<file path="src/rtl/line_rasterizer.sv">
// Bresenham line rasterizer: accepts one segment per start/ready handshake and
// emits one frame-buffer pixel write per clock. Write-bus outputs are zero
// whenever no write is happening, so the bus can be OR-merged with other writers.
// Optional build macro LINE_RASTERIZER_CLIP_EN suppresses writes for off-screen pixels.
module line_rasterizer #(
    parameter int unsigned HOR_ACTIVE_PIXELS = 640,
    parameter int unsigned VER_ACTIVE_PIXELS = 480,
    parameter int unsigned X_WIDTH           = $clog2(HOR_ACTIVE_PIXELS),
    parameter int unsigned Y_WIDTH           = $clog2(VER_ACTIVE_PIXELS),
    parameter int unsigned ADDR_WIDTH        = $clog2(HOR_ACTIVE_PIXELS * VER_ACTIVE_PIXELS)
) (
    input  logic                  clk,
    input  logic                  rst,
    input  logic                  start,
    output logic                  ready,
    input  logic [X_WIDTH-1:0]    x1,
    input  logic [Y_WIDTH-1:0]    y1,
    input  logic [X_WIDTH-1:0]    x2,
    input  logic [Y_WIDTH-1:0]    y2,
    output logic                  write_enable,
    output logic [ADDR_WIDTH-1:0] write_addr,
    output logic                  write_data
);

    // Signed error-term width; wide enough for any pair of X_WIDTH-bit coordinates.
    localparam int unsigned CW = X_WIDTH + 2;
    localparam logic [ADDR_WIDTH-1:0] ROW_STEP = ADDR_WIDTH'(HOR_ACTIVE_PIXELS);

    typedef enum logic [1:0] {StIdle, StSetup, StDraw} state_t;

    state_t                 state_q, state_d;
    logic [X_WIDTH-1:0]     x_q, x_d, xe_q, xe_d;
    logic [Y_WIDTH-1:0]     y_q, y_d, ye_q, ye_d;
    logic signed [CW-1:0]   dx_q, dx_d, dy_q, dy_d, err_q, err_d;
    logic                   sx_neg_q, sx_neg_d, sy_neg_q, sy_neg_d;
    logic [ADDR_WIDTH-1:0]  addr_q, addr_d;

    logic signed [CW-1:0]   diff_x, diff_y, abs_dx, abs_dy;
    logic signed [CW:0]     e2, dx_ext, dy_ext;
    logic [ADDR_WIDTH-1:0]  base_addr;
    logic                   step_x, step_y, at_end, in_range;

    // Setup arithmetic: current point holds (x1,y1), xe/ye hold the endpoint.
    assign diff_x    = $signed({2'b00, xe_q}) - $signed({2'b00, x_q});
    assign diff_y    = $signed({{(CW - Y_WIDTH){1'b0}}, ye_q})
                     - $signed({{(CW - Y_WIDTH){1'b0}}, y_q});
    assign abs_dx    = diff_x[CW-1] ? -diff_x : diff_x;
    assign abs_dy    = diff_y[CW-1] ? -diff_y : diff_y;
    assign base_addr = ADDR_WIDTH'(y_q) * ROW_STEP + ADDR_WIDTH'(x_q);

    // Per-pixel step decision from e2 = 2*err.
    assign e2     = $signed({err_q, 1'b0});
    assign dx_ext = $signed({dx_q[CW-1], dx_q});
    assign dy_ext = $signed({dy_q[CW-1], dy_q});
    assign step_x = (e2 >= dy_ext);
    assign step_y = (e2 <= dx_ext);
    assign at_end = (x_q == xe_q) && (y_q == ye_q);

`ifdef LINE_RASTERIZER_CLIP_EN
    localparam logic [X_WIDTH-1:0] X_LIMIT = X_WIDTH'(HOR_ACTIVE_PIXELS);
    localparam logic [Y_WIDTH-1:0] Y_LIMIT = Y_WIDTH'(VER_ACTIVE_PIXELS);
    assign in_range = (x_q < X_LIMIT) && (y_q < Y_LIMIT);
`else
    assign in_range = 1'b1;
`endif

    // State register.
    always_ff @(posedge clk or posedge rst) begin
        if (rst) begin
            state_q <= StIdle;
        end else begin
            state_q <= state_d;
        end
    end

    // Next-state logic and handshake.
    always_comb begin
        state_d = state_q;
        ready   = 1'b0;
        unique case (state_q)
            StIdle: begin
                ready = 1'b1;
                if (start) state_d = StSetup;
            end
            StSetup: state_d = StDraw;
            StDraw:  if (at_end) state_d = StIdle;
            default: state_d = StIdle;
        endcase
    end

    // Datapath next values: latch on accept, initialise in setup, step in draw.
    always_comb begin
        x_d      = x_q;
        y_d      = y_q;
        xe_d     = xe_q;
        ye_d     = ye_q;
        dx_d     = dx_q;
        dy_d     = dy_q;
        err_d    = err_q;
        sx_neg_d = sx_neg_q;
        sy_neg_d = sy_neg_q;
        addr_d   = addr_q;
        unique case (state_q)
            StIdle: begin
                if (start) begin
                    x_d  = x1;
                    y_d  = y1;
                    xe_d = x2;
                    ye_d = y2;
                end
            end
            StSetup: begin
                dx_d     = abs_dx;
                dy_d     = -abs_dy;
                err_d    = abs_dx - abs_dy;
                sx_neg_d = diff_x[CW-1];
                sy_neg_d = diff_y[CW-1];
                addr_d   = base_addr;
            end
            StDraw: begin
                if (!at_end) begin
                    // Both axis updates may fire in the same cycle.
                    if (step_x) begin
                        err_d  = err_d + dy_q;
                        x_d    = sx_neg_q ? x_q - X_WIDTH'(1) : x_q + X_WIDTH'(1);
                        addr_d = sx_neg_q ? addr_d - ADDR_WIDTH'(1) : addr_d + ADDR_WIDTH'(1);
                    end
                    if (step_y) begin
                        err_d  = err_d + dx_q;
                        y_d    = sy_neg_q ? y_q - Y_WIDTH'(1) : y_q + Y_WIDTH'(1);
                        addr_d = sy_neg_q ? addr_d - ROW_STEP : addr_d + ROW_STEP;
                    end
                end
            end
            default: ;
        endcase
    end

    // Datapath registers.
    always_ff @(posedge clk or posedge rst) begin
        if (rst) begin
            x_q      <= '0;
            y_q      <= '0;
            xe_q     <= '0;
            ye_q     <= '0;
            dx_q     <= '0;
            dy_q     <= '0;
            err_q    <= '0;
            sx_neg_q <= 1'b0;
            sy_neg_q <= 1'b0;
            addr_q   <= '0;
        end else begin
            x_q      <= x_d;
            y_q      <= y_d;
            xe_q     <= xe_d;
            ye_q     <= ye_d;
            dx_q     <= dx_d;
            dy_q     <= dy_d;
            err_q    <= err_d;
            sx_neg_q <= sx_neg_d;
            sy_neg_q <= sy_neg_d;
            addr_q   <= addr_d;
        end
    end

    // Write bus: all zero unless a pixel is actually written this cycle.
    always_comb begin
        write_enable = 1'b0;
        write_addr   = '0;
        write_data   = 1'b0;
        if (state_q == StDraw && in_range) begin
            write_enable = 1'b1;
            write_addr   = addr_q;
            write_data   = 1'b1;
        end
    end

endmodule
</file>
<file path="config.mk">
export PLATFORM = sky130hd
export DESIGN_NAME = line_rasterizer
export DESIGN_NICKNAME = d
export VERILOG_FILES = /design/src/rtl/line_rasterizer.sv
export SDC_FILE = /design/constraint.sdc
export NUM_CORES = 1
export LEC_CHECK = 0
export CORE_UTILIZATION = 50
export CTS_BUF_LIST = sky130_fd_sc_hd__clkbuf_8
export DETAILED_ROUTE_END_ITERATION = 12
export PLACE_DENSITY = 0.79
export SYNTH_ARGS = -nofsm -noshare
export SYNTH_HDL_FRONTEND = slang
export SYNTH_SLANG_ARGS = --single-unit
</file>
<file path="constraint.sdc">
create_clock -name clk -period 13.1 [get_ports clk]
set_clock_uncertainty 0.15 [all_clocks]
set_input_delay 1.965 -clock clk [delete_from_list [all_inputs] [get_ports clk]]
set_output_delay 1.965 -clock clk [all_outputs]
set_load 0.01 [all_outputs]
</file>
==> impl_metrics.env, run 1 <==
export IMPL_min_path_cells=1
export IMPL_dr_total_vias=9610
export IMPL_outcome="completed"
export IMPL_crit_required_ns=13.22
export IMPL_wirelength_mm=27.77
export IMPL_h_tree_depth=3
export IMPL_ys_seq_area_frac=0.2316
export IMPL_synth_edff_count=0
export IMPL_min_path_type="register to register"
export IMPL_cts_root_buffer="clkbuf_8"
export IMPL_finalHoldViolCount=0
export IMPL_syn_nets=1494
export IMPL_max_cap_violations=0
export IMPL_nFillCells=1847
export IMPL_via_per_inst=5.925
export IMPL_cts_tree="built"
export IMPL_avgRoutedWirePerCell_um=17.12
export IMPL_period_share=0.4271
export IMPL_layout_setup_ws_ns=7.504
export IMPL_dpl_hpwl_mm=21.54
export IMPL_clk_path_buf_depth=2
export IMPL_synthTopCellsByArea="dfrtp_1 (23%), ha_1 (17%), a21oi_1 (5.4%)"
export IMPL_cts_sinks=97
export IMPL_rsz0062_at_grt="false"
export IMPL_critPathCaptureType="register"
export IMPL_setup_viol=0
export IMPL_dp_slack_ns=7.653
export IMPL_clk_pin_slew_ns=0.11
export IMPL_die_h_um=146.8
export IMPL_cts_inserted_buffers=9
export IMPL_yosysWarnings=0
export IMPL_grt_pass1_vias=9132
export IMPL_dieArea_um2=21550
export IMPL_syn_to_final_growth_pct=10.60
export IMPL_place_gp_congestion=0.9700
export IMPL_post_cts_buffers=0
export IMPL_multi_input_area_um2=7520
export IMPL_relSlewSlack=0.2976
export IMPL_fin_setup_tns_ns=0
export IMPL_cts_resized=0
export IMPL_diodes=0
export IMPL_reg2reg_depth=23
export IMPL_drcViolationCount=0
export IMPL_register_area_um2=2427
export IMPL_nets=1539
export IMPL_drive_gt1_frac=0.06065
export IMPL_io_pins=63
export IMPL_synthCells=1302
export IMPL_tightest_slew_ns=1.054
export IMPL_cp_arrival_ns=5.72
export IMPL_startpoint_type="register"
export IMPL_min_period_ns=5.596
export IMPL_grt_overflow_total=0
export IMPL_clock_latency_ns=0.41
export IMPL_grt_max_degree=63
export IMPL_max_freq_mhz=178.7
export IMPL_port_buffers=62
export IMPL_rows=52
export IMPL_syn_avg_cell_area_um2=8.050
export IMPL_ys_seq_elements=97
export IMPL_core_um2=20360
export IMPL_netlist_area_leader_share=0.2316
export IMPL_initial_core_util=0.5147
export IMPL_synth_top_area_cell="dfrtp_1"
export IMPL_synthArstFlopShare=1.000
export IMPL_slew_violations=0
export IMPL_antenna_left=0
export IMPL_dr_pass1_iters=7
export IMPL_ys_flop_type="dfrtp_1"
export IMPL_yosysUniqueCellTypes=82
export IMPL_die_w_um=146.8
export IMPL_hold_slack_ns=0.3562
export IMPL_crit_type="register to register"
export IMPL_antenna_found_initial=0
export IMPL_synthesis_area_um2=10480
export IMPL_crit_fanout=12
export IMPL_cts_hold_buf=0
export IMPL_drt_iter0_drc=642
export IMPL_track_usage=0.2655
export IMPL_grt_pass1_wl_mm=45.95
==> placed cells by master (no fill, tap or decap), types with 25 or more instances in the layout <==
master           netlist  layout
nand3_1               25      25
clkdlybuf4s50_1        0      62
nand2_1              130     130
o21ai_0               97      97
inv_1                102     100
xor2_1                37      37
ha_1                 140     140
nor2_1                93      91
a21oi_1              113     113
dfrtp_1               97      97
nor3_1                27      27
a21o_1                31      31
xnor2_1               63      63
==> cells in the mapped netlist, drive strengths merged (3+ instances only) <==
master / count
nand3: 25
ha: 140
a21o: 31
o21ai: 104
a211o: 3
o2111ai: 4
a211oi: 22
a21oi: 115
nor2: 93
o31a: 3
o311ai: 3
o21a: 12
a22oi: 3
o31ai: 8
and2: 21
xnor2: 63
dfrtp: 97
o21bai: 14
buf: 8
or3: 10
xor2: 37
and3: 12
nand4: 11
nor3: 27
inv: 102
nand2: 131
a31oi: 17
a31o: 4
or4: 3
fa: 11
mux2: 22
o22ai: 3
nor4: 7
a2111oi: 3
nand2b: 12
nor2b: 24
clkbuf: 33
a21boi: 9
or2: 8
o211ai: 11
==> cell type report <==
class	instances	share of cell area
Clock buffer	10	0.01187
Clock inverter	6	0.005720
Inverter	102	0.03324
Multi-Input combinational cell	1062	0.6487
Sequential cell	97	0.2094
Tap cell	270	0.02914
Timing Repair Buffer	75	0.06195
==> critical path, cell delays in order, from the launching register on <==
cell,delay [ns]
dfrtp_1,0.37
inv_1,0.07
ha_1,0.16
inv_1,0.05
fa_1,0.39
a21o_1,0.20
a21oi_2,0.17
o21ai_0,0.16
o31ai_1,0.40
o21bai_1,0.11
a21oi_1,0.63
nand2b_1,0.14
xor2_1,0.18
ha_1,0.31
nor2b_1,0.14
o21ai_0,0.18
a21boi_0,0.13
o21ai_0,0.23
a21boi_0,0.14
o21ai_0,0.24
a21oi_1,0.13
or3_1,0.37
a211oi_1,0.30
a211oi_1,0.10
==> routing by layer <==
metal	up-vias	GRT usage	part of all wire
met5	-	0	0
met3	62	0.03758	0.059
met4	0	0.1161	0.034
met2	300	0.4223	0.46
met1	4506	0.3592	0.45
li1	4742	-	-
==> state kept, by name, indices dropped and copies added (netlist names), 2 cells and up <==
signal,cells
addr_q,19
dx_q,12
dy_q,12
err_q,12
state_q,2
x_q,10
xe_q,10
y_q,9
ye_q,9
==> metrics by stage <==
stage	instance area, um2	std cells	utilization
global placement	11390	1606	0.5592
detailed placement	11390	1606	0.5592
CTS	11590	1622	0.5692
global route	11590	1622	0.5692
finish	11590	1622	0.5692
floorplan	10480	1302	-
==> logic make-up (layout without fill, tap and decap cells) <==
kind of cell / Yosys count / in the layout / synth area share
other cells: 1 / 1 / 0.0003578
mux: 24 / 24 / 0.02555
xor+xnor: 101 / 101 / 0.08595
simple gates: 392 / 392 / 0.1777
fa+ha+maj: 151 / 151 / 0.1881
buf+inv: 143 / 193 / 0.05264
flops: 97 / 97 / 0.2316
compound gates: 393 / 393 / 0.2380
==> worst paths after layout <==
check	from	endpoint	slack, ns
min in group asynchronous	rst	ye_q[5]	1.79
setup reg to reg	xe_q[0]	err_q[10]	7.50
max in group asynchronous	rst	addr_q[12]	9.83
hold / removal	addr_q[18]	addr_q[18]	0.36
setup / recovery	xe_q[0]	err_q[10]	7.50
hold reg to reg	addr_q[18]	addr_q[18]	0.36
Power of run 1 is left out: the tool's default activity adds up to more than one toggle a clock period on the data nets, which glitch-free logic cannot reach.
==> run 2: changes to the inputs <==
--- a/config.mk
+++ b/config.mk
@@ -8,7 +8,7 @@
 export CORE_UTILIZATION = 50
 export CTS_BUF_LIST = sky130_fd_sc_hd__clkbuf_8
 export DETAILED_ROUTE_END_ITERATION = 12
-export PLACE_DENSITY = 0.79
+export PLACE_DENSITY = 0.82
 export SYNTH_ARGS = -nofsm -noshare
 export SYNTH_HDL_FRONTEND = slang
 export SYNTH_SLANG_ARGS = --single-unit
==> constraint.sdc (replaced) <==
create_clock -name clk -period 4.8 [get_ports clk]
set_clock_uncertainty 0.15 [all_clocks]
set_input_delay 0.72 -clock clk [delete_from_list [all_inputs] [get_ports clk]]
set_output_delay 0.72 -clock clk [all_outputs]
set_load 0.01 [all_outputs]
==> impl_metrics.env, run 2 (same netlist as run 1, synthesis figures left out) <==
export IMPL_grt_overflow_total=0
export IMPL_dieArea_um2=21550
export IMPL_slew_violations=0
export IMPL_dr_pass1_iters=7
export IMPL_track_usage=0.2670
export IMPL_die_h_um=146.8
export IMPL_min_path_type="register to register"
export IMPL_cts_root_buffer="clkbuf_8"
export IMPL_diodes=0
export IMPL_dpl_hpwl_mm=22.30
export IMPL_cp_arrival_ns=4.69
export IMPL_finalHoldViolCount=0
export IMPL_drt_iter0_drc=776
export IMPL_grt_max_degree=63
export IMPL_relSlewSlack=0.4406
export IMPL_cts_sinks=97
export IMPL_core_um2=20360
export IMPL_die_w_um=146.8
export IMPL_grt_pass1_wl_mm=46.20
export IMPL_multi_input_area_um2=7652
export IMPL_slowest_delay_ns=0.44
export IMPL_fin_util=0.5930
export IMPL_startpoint_type="register"
export IMPL_drive_gt1_frac=0.1129
export IMPL_antenna_left=0
export IMPL_clk_pin_slew_ns=0.10
export IMPL_min_period_ns=4.580
export IMPL_clk_path_buf_depth=2
export IMPL_max_freq_mhz=218.3
export IMPL_h_tree_depth=3
export IMPL_cp_slowest_cell="dfrtp_1"
export IMPL_rsz0062_at_grt="true"
export IMPL_design_area_um2=12080
export IMPL_wirelength_mm=28.62
export IMPL_tightest_slew_ns=0.8391
export IMPL_crit_fanout=4
export IMPL_cts_tree="built"
export IMPL_place_gp_congestion=0.9430
export IMPL_crit_type="register to register"
export IMPL_nFillCells=1745
export IMPL_largest_register_ffs=19
export IMPL_period_share=0.9543
export IMPL_syn_to_final_growth_pct=15.22
export IMPL_cts_hold_buf=0
export IMPL_via_per_inst=5.963
export IMPL_register_area_um2=2429
export IMPL_final_cell_mix="ha_1 (139), nand2_1 (130), a21oi_1 (102), inv_1 (102), dfrtp_1 (96)"
export IMPL_cts_inserted_buffers=9
export IMPL_grt_pass1_vias=9526
export IMPL_io_pins=63
export IMPL_antenna_found_initial=0
export IMPL_place_area_um2=11710
export IMPL_drcViolationCount=0
export IMPL_initial_core_util=0.5147
export IMPL_setup_viol=0
export IMPL_outcome="completed"
export IMPL_port_buffers=62
export IMPL_crit_chain="ha_1, a211oi_1, o21ai_0, a41o_1, or2_4, nand2_1, nand2_1, ha_1, fa_1, a21o_1, a21oi_2, o21bai_1, a21oi_1, buf_4, o21bai_1, a21oi_2, mux2i_1, a31oi_1, a311oi_2, a211oi_1"
export IMPL_nets=1586
export IMPL_crit_required_ns=4.91
export IMPL_clock_latency_ns=0.40
export IMPL_dr_total_vias=9952
export IMPL_max_cap_violations=0
export IMPL_layout_commonest_cell="ha_1"
export IMPL_largest_register="addr_q"
export IMPL_rows=52
export IMPL_avgRoutedWirePerCell_um=17.15
export IMPL_critPathCaptureType="register"
==> run 2: path summary, 6_finish.rpt <==
path / start / to / slack (ns) / depth (start not counted)
min in group asynchronous: rst / ye_q[7] / 0.70 / 2
hold / removal: addr_q[18] / addr_q[18] / 0.37 / 1
max in group asynchronous: rst / addr_q[15] / 3.00 / 3
setup reg to reg: err_q[9] / err_q[10] / 0.22 / 20
hold reg to reg: addr_q[18] / addr_q[18] / 0.37 / 1
setup / recovery: err_q[9] / err_q[10] / 0.22 / 20
==> run 2: repair_timing <==
action,CTS,global route
pin swaps,1,19
endpoints found under the hold margin,0,0
setup buffers,0,6
gates resized for setup,3,41
endpoints found under the setup margin,3,9
==> run 2: layout make-up <==
cell class | instances | share of cell area
flip-flops and latches | 97 | 0.2011
well taps | 270 | 0.02797
multi-input cells | 1062 | 0.6337
inverters | 102 | 0.03191
clock inverters | 6 | 0.004248
clock buffers | 10 | 0.01140
repair buffers | 122 | 0.08972
==> run 2: metal layers <==
| layer | share of wire | track usage |
|---|---|---|
| met3 | 0.060 | 0.03665 |
| met1 | 0.44 | 0.3459 |
| met5 | 0 | 0 |
| met4 | 0.049 | 0.1438 |
| met2 | 0.45 | 0.4318 |
==> run 2: stage by stage <==
step	worst slack (ns)	setup TNS (ns)	hold WS (ns)	cells
CTS	-0.0006049	-0.0006049	0.3641	1663
finish	0.2195	0	0.3658	1669
global placement	0.06025	0	0.3392	1647
floorplan	0.08907	0	0.3192	1302
global route	-0.04843	-0.07895	0.3826	1669
detailed placement	-0.1272	-0.2762	0.3555	1647
==> run 2: worst max-delay path, delay by kind of cell, from the launching register on <==
kind	cells	cell delay, ns
simple gates	3	0.43
flops	1	0.44
buf+inv	1	0.15
fa+ha+maj	3	0.98
compound gates	12	2.10
mux	1	0.21
Power of run 2 is left out for the same reason.
